==> src/rtl/cpu_pkg.sv <==
`default_nettype none
// ---------------------------------------------------------------------------
// cpu_pkg : shared widths, reset PC and decoder instruction field positions
// Revision: 1.0
// ---------------------------------------------------------------------------
package cpu_pkg;

  localparam int ADDR_W = 8;
  localparam int INST_W = 16;
  localparam logic [ADDR_W-1:0] RESET_PC = 8'h00;

  localparam int COND_HI     = 15;
  localparam int COND_LO     = 14;
  localparam int OP_CODE_HI  = 13;
  localparam int OP_CODE_LO  = 10;
  localparam int DEST_HI     = 9;
  localparam int DEST_LO     = 7;
  localparam int SRC1_HI     = 6;
  localparam int SRC1_LO     = 4;
  localparam int SRC2_HI     = 3;
  localparam int SRC2_LO     = 1;
  localparam int SHIFT_BIT   = 0;

  function automatic logic [3:0] op_code_of(input logic [INST_W-1:0] inst);
    return inst[OP_CODE_HI:OP_CODE_LO];
  endfunction

endpackage
`default_nettype wire

==> src/rtl/fetch_queue.sv <==
`default_nettype none
// ---------------------------------------------------------------------------
// fetch_queue : 2-entry FIFO of {inst, pc}; slot 0 is always the head
// Revision: 1.0
// ---------------------------------------------------------------------------
module fetch_queue
  import cpu_pkg::*;
#(
  parameter int INST_W = cpu_pkg::INST_W,
  parameter int ADDR_W = cpu_pkg::ADDR_W
) (
  input  logic              clk,
  input  logic              rst,
  input  logic              push,
  input  logic [INST_W-1:0] push_inst,
  input  logic [ADDR_W-1:0] push_pc,
  input  logic              pop,
  input  logic              flush,
  output logic [INST_W-1:0] head_inst,
  output logic [ADDR_W-1:0] head_pc,
  output logic [1:0]        count
);

  logic [INST_W-1:0] inst0_q, inst0_d, inst1_q, inst1_d;
  logic [ADDR_W-1:0] pc0_q, pc0_d, pc1_q, pc1_d;
  logic [1:0]        count_q, count_d;

  always_comb begin
    inst0_d = inst0_q;
    inst1_d = inst1_q;
    pc0_d   = pc0_q;
    pc1_d   = pc1_q;
    count_d = count_q;
    if (flush) begin
      count_d = 2'd0;
    end else begin
      case ({push, pop})
        2'b10: begin
          if (count_q == 2'd0) begin
            inst0_d = push_inst;
            pc0_d   = push_pc;
          end else begin
            inst1_d = push_inst;
            pc1_d   = push_pc;
          end
          count_d = count_q + 2'd1;
        end
        2'b01: begin
          inst0_d = inst1_q;
          pc0_d   = pc1_q;
          count_d = count_q - 2'd1;
        end
        2'b11: begin
          // Full queue: shift the second entry up and append behind it
          if (count_q == 2'd2) begin
            inst0_d = inst1_q;
            pc0_d   = pc1_q;
            inst1_d = push_inst;
            pc1_d   = push_pc;
          end else begin
            inst0_d = push_inst;
            pc0_d   = push_pc;
          end
        end
        default: ;
      endcase
    end
  end

  always_ff @(posedge clk or posedge rst) begin
    if (rst) begin
      inst0_q <= '0;
      inst1_q <= '0;
      pc0_q   <= '0;
      pc1_q   <= '0;
      count_q <= 2'd0;
    end else begin
      inst0_q <= inst0_d;
      inst1_q <= inst1_d;
      pc0_q   <= pc0_d;
      pc1_q   <= pc1_d;
      count_q <= count_d;
    end
  end

  assign head_inst = inst0_q;
  assign head_pc   = pc0_q;
  assign count     = count_q;

`ifndef SYNTHESIS
  overflow_check: assert property (@(posedge clk) disable iff (rst)
    !(push && !pop && !flush && (count_q == 2'd2)));
`endif

endmodule
`default_nettype wire

==> src/rtl/fetch_unit.sv <==
`default_nettype none
// ---------------------------------------------------------------------------
// fetch_unit : PC, fixed-latency imem request issue and in-flight tracking
// Revision: 1.0
// ---------------------------------------------------------------------------
module fetch_unit
  import cpu_pkg::*;
#(
  parameter int                ADDR_W   = cpu_pkg::ADDR_W,
  parameter int                INST_W   = cpu_pkg::INST_W,
  parameter logic [ADDR_W-1:0] RESET_PC = cpu_pkg::RESET_PC
) (
  input  logic              clk,
  input  logic              rst,
  output logic              imem_req,
  output logic [ADDR_W-1:0] imem_addr,
  input  logic [INST_W-1:0] imem_rdata,
  input  logic              redirect_valid,
  input  logic [ADDR_W-1:0] redirect_pc,
  output logic              inst_valid,
  input  logic              inst_ready,
  output logic [INST_W-1:0] inst,
  output logic [ADDR_W-1:0] inst_pc
);

  logic [ADDR_W-1:0] pc_q, pc_d;
  logic [ADDR_W-1:0] inflight_pc_q, inflight_pc_d;
  logic              inflight_q, inflight_d;
  logic [1:0]        count;
  logic [2:0]        occupancy;
  logic              pop, push;

  always_comb begin
    inst_valid = (count != 2'd0) && !redirect_valid;
    pop        = inst_valid && inst_ready;
    // Slots committed after this edge; issuing keeps it at or below queue depth
    occupancy  = {1'b0, count} + {2'b00, inflight_q} - {2'b00, pop};
    imem_req   = !rst && !redirect_valid && (occupancy < 3'd2);
    imem_addr  = pc_q;
    push       = inflight_q && !redirect_valid;

    pc_d          = pc_q;
    inflight_d    = imem_req;
    inflight_pc_d = inflight_pc_q;
    if (redirect_valid) begin
      pc_d = redirect_pc;
    end else if (imem_req) begin
      pc_d          = pc_q + ADDR_W'(1);
      inflight_pc_d = pc_q;
    end
  end

  always_ff @(posedge clk or posedge rst) begin
    if (rst) begin
      pc_q          <= RESET_PC;
      inflight_q    <= 1'b0;
      inflight_pc_q <= '0;
    end else begin
      pc_q          <= pc_d;
      inflight_q    <= inflight_d;
      inflight_pc_q <= inflight_pc_d;
    end
  end

  fetch_queue #(
    .INST_W (INST_W),
    .ADDR_W (ADDR_W)
  ) u_queue (
    .clk       (clk),
    .rst       (rst),
    .push      (push),
    .push_inst (imem_rdata),
    .push_pc   (inflight_pc_q),
    .pop       (pop),
    .flush     (redirect_valid),
    .head_inst (inst),
    .head_pc   (inst_pc),
    .count     (count)
  );

endmodule
`default_nettype wire

==> config.mk <==
export PLATFORM = sky130hd
export DESIGN_NAME = fetch_unit
export DESIGN_NICKNAME = d
export VERILOG_FILES = /design/src/rtl/cpu_pkg.sv /design/src/rtl/fetch_queue.sv /design/src/rtl/fetch_unit.sv
export SDC_FILE = /design/constraint.sdc
export NUM_CORES = 1
export LEC_CHECK = 0
export CORE_MARGIN = 8
export CORE_UTILIZATION = 25
export DETAILED_ROUTE_END_ITERATION = 6
export GPL_TIMING_DRIVEN = 0
export SYNTH_ARGS = -nofsm -noshare
export SYNTH_HDL_FRONTEND = slang
export SYNTH_SLANG_ARGS = --single-unit
==> constraint.sdc <==
create_clock -name clk -period 8.45 [get_ports clk]
set_input_delay 2.1125 -clock clk [delete_from_list [all_inputs] [get_ports clk]]
set_output_delay 2.1125 -clock clk [all_outputs]
set_load 0.01 [all_outputs]
==> results of run 1 <==
## logic make-up (layout without fill, tap and decap cells)
group	count (synthesis)	in the layout	synth area share, %
flip-flops	67	67	55.46
buffers and inverters	19	95	4.636
XOR/XNOR	3	3	1.118
AND/OR/NAND/NOR	50	50	7.782
AO/OA/AOI/OAI	50	50	10.43
adder cells (fa/ha/maj)	2	2	1.076
multiplexers	55	55	19.49
## sequential cells by signal, summed over array words and instances, names as in the netlist
register           flops
u_queue.count          2
u_queue.pc1_q          8
u_queue.inst1_q       16
inflight_q             1
imem_addr              8
u_queue.head_inst     16
inflight_pc_q          8
u_queue.head_pc        8
## layout make-up
cell class	instances	area, µm²	area share, %
Sequential cell	67	1677	40.93
Clock inverter	3	40.04	0.9774
Timing Repair Buffer	61	610.6	14.91
Tap cell	147	183.9	4.490
Clock buffer	12	236.5	5.773
Multi-Input combinational cell	160	1206	29.44
Inverter	6	25.02	0.6109
Buffer	13	117.6	2.871
## metal layers
layer	GRT usage, %	wire length, µm	vias up
li1	-	-	1024
met1	11.80	3369	1007
met2	13.25	3073	69
met3	4.641	465	4
met4	2.335	40	0
met5	0	0	-
## critical path, cell delays in order
cell	delay, ps
clkdlybuf4s50_1	540
o21ba_2	370
and3_1	210
o21ai_0	120
fa_1	500
nor2b_1	290
nand3_2	230
inv_2	120
buf_6	160
clkdlybuf4s50_1	550
## Yosys cell counts (2+ instances only)
cell / number
or2_2: 2
and3_1: 2
dfrtp_1: 67
mux2_2: 31
buf_4: 4
o211ai_1: 4
xnor2_1: 2
nor2_1: 26
a221o_1: 2
buf_6: 7
o311ai_0: 4
nand3_2: 2
mux2i_1: 24
nand3_1: 2
o21ai_0: 5
nand2_1: 10
inv_1: 5
a31oi_1: 2
a21oi_1: 26
## where the power goes
part	switching (mW)	total [mW]	internal [mW]
Clock	0.125	0.351	0.226
Sequential	0.0479	0.453	0.405
Combinational	0.0991	0.245	0.146
Total	0.273	1.05	0.776
## per-stage QoR
stage | hold slack, ps | setup slack [ps] | util, %
2_1_floorplan | 467.3 | 2514 | -
3_3_place_gp | 485.6 | 1111 | 32.05
3_5_place_dp | 491.2 | 1160 | 32.07
4_1_cts | 504.3 | 1131 | 34.39
5_1_grt | 513.6 | 957.8 | 34.39
6_report | 499.7 | 1138 | 34.39
## final timing paths
| check | startpoint | end | slack [ps] | cells past startpoint |
|---|---|---|---|---|
| min reg2reg | imem_addr[7] | imem_addr[7] | 500 | 1 |
| max reg2reg | u_queue.count[1] | inflight_pc_q[2] | 5600 | 10 |
| max | redirect_valid | imem_req | 1140 | 10 |
| min in group asynchronous | rst | imem_addr[7] | 2340 | 2 |
| max in group asynchronous | rst | u_queue.inst1_q[3] | 5550 | 2 |
| min | imem_addr[7] | imem_addr[7] | 500 | 1 |
==> flow_summary_export.csv, run 1 <==
group,metric,value,unit
run_status,run_status,"finished, final reports clean",
cts,clock_path_buffers,2,
timing,fin_skew,5.325,ps
placed_design,hpwl,4.947,mm
pwr,peakVddDrop,86.62,µV
cts,clock_latency,320,ps
global_routing,grt_max_degree,68,
cts,clkSinkCount,67,
cts,path_clk_slew,50,ps
cts,cts_buffers,9,
die,io_pins,62,
timing,slew_viol_final,0,
route,routed_wirelength,6.948,mm
timing,min_period,7312,ps
global_routing,grt_pass1_wl,11.38,mm
worst_setup_path,path_class,"input port to output port",
timing,finalSetupViolCount,0,
worst_setup_path,end_kind,"output port",
worst_hold_path,hold_path.class,"flop to flop",
route,firstDrtPassIters,5,
layout,mostFrequentLayoutCell,"dfrtp_1",
placed_design,placedCellCount,454,
synth,syn_inst,246,
die,std_cell_rows,40,
synth,syn-num-nets,276,
synth,ys_top_cells_by_area,"dfrtp_1 (55%), mux2_2 (12%), mux2i_1 (7.9%)",
timing,tightest_slew,836.6,ps
job,drv_cap,0,
synth,ys_types,38,
timing,rsz0062_at_grt,"no",
layout,final_cells,469,
die,dieArea,15870,µm²
layout,n_fill_cell,1214,
route,drcViolationCount,0,
layout,n_antenna_cell,0,
layout,design_area,4096,µm²
placed_design,port_buffers,61,
synth,yosysTopAreaCellShare,55.46,%
layout,fin_nets,348,
die,initial_core_util,25.38,%
cts,root_buffer,"clkbuf_16",
route,wire_per_inst,14.81,µm
layout,areaGrowthSynthToFinish,35.51,%
synth,async_reset_ff_share,100.0,%
synth,yosysWarnings,0,
timing,slew_headroom,44.23,%
die,die_w,126.0,µm
global_routing,grt-ovfl-total,0,
worst_setup_path,start_kind,"input port",
placed_design,post_dp_cell_area,3820,µm²
worst_setup_path,worstPathRequired,6340,ps
worst_setup_path,cp_max_fo,11,
synth,synth_area,3023,µm²
route,ant_nets,0,
layout,drive_above_1_share,20.19,%
timing,fmax,136.8,MHz
pwr,pwr_density_cell,256.0,nW/µm²
global_routing,grt_pass1_vias,2169,
synth,synth_edf_count,0,
cts,postCtsSetupBuffers,0,
timing,hold_viol_final,0,
global_routing,antenna_found_initial,0,
cts,cts_resized,0,
die,dieHeight,126.0,µm
synth,synth_seq_cells,67,
synth,synth_flop_cell,"dfrtp_1",
synth,yosysSeqAreaShare,55.46,%
synth,syn_avg_cell_area,12.29,µm²
timing,setup_tns,0,ps
layout,final_cell_mix,"dfrtp_1 (67), clkdlybuf4s50_1 (61), mux2_2 (31)",
timing,timing.final.crit_share,86.54,%
route,num_vias,2104,
placed_design,place_congestion,0.8290,
synth,synth_area_leader_cell,"dfrtp_1",
cts,htreeDepth,3,
route,avgViaCountPerCell,4.486,
cts,cts.hold.buffers_added,0,
worst_setup_path,arrival,5200,ps
cts,tritoncts,"yes",
die,core,11910,µm²
global_routing,grt_usage,9.170,%
pwr,p_leak,1.872,nW
route,first_iter_violations,128,
pwr,total_power,1.049,mW
(Power assumes the default switching activity.)
==> inputs of run 2 (changes only) <==
- SYNTH_HIERARCHICAL: unset -> 1
==> flow_summary_export.csv, run 2 <==
group,metric,value,unit
synth,syn_inst,250,
cts,cts_buffers,9,
die,dieHeight,126.3,µm
die,dieArea,15950,µm²
route,drcViolationCount,0,
layout,fin_nets,354,
synth,syn-num-nets,281,
worst_setup_path,end_kind,"output port",
worst_setup_path,start_kind,"input port",
synth,synth_compound_area_share,9.383,%
synth,synth_area,3040,µm²
cts,clock_path_buffers,2,
synth,yosysMostFrequentCell,"dfrtp_1",
timing,min_period,7612,ps
run_status,run_status,"finished, final reports clean",
die,initial_core_util,25.42,%
cts,root_buffer,"clkbuf_16",
synth,synth_edf_count,0,
synth,synth_top_family_by_area,"multiplexers",
timing,rsz0062_at_grt,"no",
cts,clock_latency,320,ps
synth,synth_xor_area_share,1.399,%
worst_setup_path,path_class,"input port to output port",
cts,clkSinkCount,67,
timing,setup_ws,837.7,ps
layout,mostFrequentLayoutCell,"dfrtp_1",
synth,synthAdderAreaFrac,1.481,%
worst_setup_path,worstPathRequired,6340,ps
layout,multi_input_area,1247,µm²
pwr,peakVddDrop,89.04,µV
synth,yosysSeqAreaShare,55.14,%
route,ant_nets,0,
worst_setup_path,cp_max_fo,9,
die,die_w,126.3,µm
worst_setup_path,r2r_start,"u_queue/count[0]",
pwr,pwr_density_cell,292.3,nW/µm²
placed_design,placedCellCount,459,
route,first_iter_violations,125,
pwr,p_leak,1.955,nW
synth,synthMuxAreaShare,19.38,%
synth,synth_area_leader_cell,"dfrtp_1",
die,std_cell_rows,40,
die,io_pins,62,
timing,tightest_slew,626.8,ps
global_routing,antenna_found_initial,0,
layout,drive_above_1_share,19.82,%
synth,async_reset_ff_share,100.0,%
cts,htreeDepth,3,
placed_design,port_buffers,61,
synth,ys_top_cells_by_area,"dfrtp_1 (55%), mux2_2 (11%), mux2i_1 (7.9%)",
synth,ys_types,40,
route,firstDrtPassIters,4,
worst_setup_path,rr_worst_depth,11,
layout,seqCellArea,1677,µm²
synth,ys_top_cells_by_count,"dfrtp_1 (67), nand2_1 (38), mux2_2 (30), mux2i_1 (24), o21ai_0 (18)",
layout,n_antenna_cell,0,
placed_design,place_congestion,0.8552,
placed_design,hpwl,5.067,mm
timing,hold_viol_final,0,
worst_setup_path,critPathLaunch,"redirect_valid",
global_routing,grt_usage,9.153,%
global_routing,grt_pass1_vias,2170,
worst_hold_path,hold_path.class,"flop to flop",
worst_hold_path,hp-start,"u_queue/head_pc[2]",
synth,syn_avg_cell_area,12.16,µm²
route,routed_wirelength,6.918,mm
global_routing,grt_pass1_wl,11.51,mm
global_routing,grt_max_degree,33,
route,wire_per_inst,14.56,µm
placed_design,pre_cts_slack,873.5,ps
synth,synth_flop_cell,"dfrtp_1",
worst_hold_path,hold_path_depth,2,
layout,final_cell_mix,"dfrtp_1 (67), clkdlybuf4s50_1 (61), nand2_1 (38)",
synth,yosysTopAreaCellShare,55.14,%
cts,path_clk_slew,50,ps
synth,synth_seq_cells,67,
job,drv_cap,0,
layout,n_fill_cell,1205,
cts,tritoncts,"yes",
layout,final_cells,475,
global_routing,grt-ovfl-total,0,
route,avgViaCountPerCell,4.368,
cts,cts.hold.buffers_added,0,
timing,slew_viol_final,0,
route,num_vias,2075,
cts,cts_resized,0,
timing,fmax,131.4,MHz
timing,finalSetupViolCount,0,
timing,fin_skew,4.540,ps
timing,slew_headroom,58.17,%
cts,postCtsSetupBuffers,0,
timing,setup_tns,0,ps
die,core,11960,µm²
worst_setup_path,arrival,5500,ps
timing,timing.final.crit_share,90.09,%
synth,yosys.area_share.simple,9.383,%
layout,areaGrowthSynthToFinish,37.00,%
synth,yosysWarnings,6,
[run 2: cell types whose count changed after synthesis, moves of 4 or more]
cell / previous run / this run
buf_4: 4 / 0
nor2_1: 26 / 4
buf_6: 7 / 3
o21ai_0: 5 / 18
nand2_1: 10 / 38
a21oi_1: 26 / 0
o21ai_1: 1 / 7
[run 2: logic make-up after synthesis]
| logic type | after synthesis |
|---|---|
| mux | 55 |
| compound gates | 43 |
| buf+inv | 18 |
| simple gates | 60 |
| fa+ha+maj | 3 |
| flops | 67 |
| xor+xnor | 4 |
[run 2: layer usage]
metal	share of wire [%]	up-vias	GRT usage [%]
met2	42	56	12.52
li1	-	1025	-
met1	50	983	12.30
met3	6.8	11	4.219
met4	1.3	0	3.185
met5	0	-	0
[run 2: cell type report]
type	instances	area share, %
well taps	147	4.416
flip-flops and latches	67	40.25
repair buffers	62	15.14
clock inverters	5	1.862
clock buffers	11	5.587
plain buffers	11	2.163
multi-input cells	165	29.95
inverters	7	0.6308
[run 2: power by group]
group | internal [mW] | leakage [nW] | switching [mW] | total, mW
registers | 0.433 | 0.861 | 0.0678 | 0.500
clock network | 0.257 | 0.150 | 0.131 | 0.388
logic | 0.195 | 0.945 | 0.134 | 0.329
[run 2: through the flow]
stage          total power [mW]  utilization (%)  area, µm²  hold WS, ps
3_5_place_dp             0.8415            32.23       3855        473.1
3_3_place_gp             0.8292            32.06       3835        461.0
5_1_grt                   1.294            34.82       4165        506.7
6_report                  1.218            34.82       4165        478.3
4_1_cts                   1.239            34.82       4165        485.1
2_1_floorplan            0.6571                -       3040        457.4
[run 2: worst paths after layout]
path	end	slack [ps]
min in group asynchronous	u_queue/count[1]	2220
worst min register to register	u_queue/head_pc[2]	480
max in group asynchronous	u_queue/head_pc[0]	5710
worst max-delay path	imem_req	840
worst min-delay path	u_queue/head_pc[2]	480
worst max register to register	imem_addr[7]	5300
[run 2: worst max-delay path, stage by stage]
cell,delay [ps]
clkdlybuf4s50_1,620
nor2_1,220
and2_1,350
ha_1,290
nand2b_1,150
fa_1,480
nor2b_1,330
nand3_2,160
inv_2,200
clkdlybuf4s50_1,580
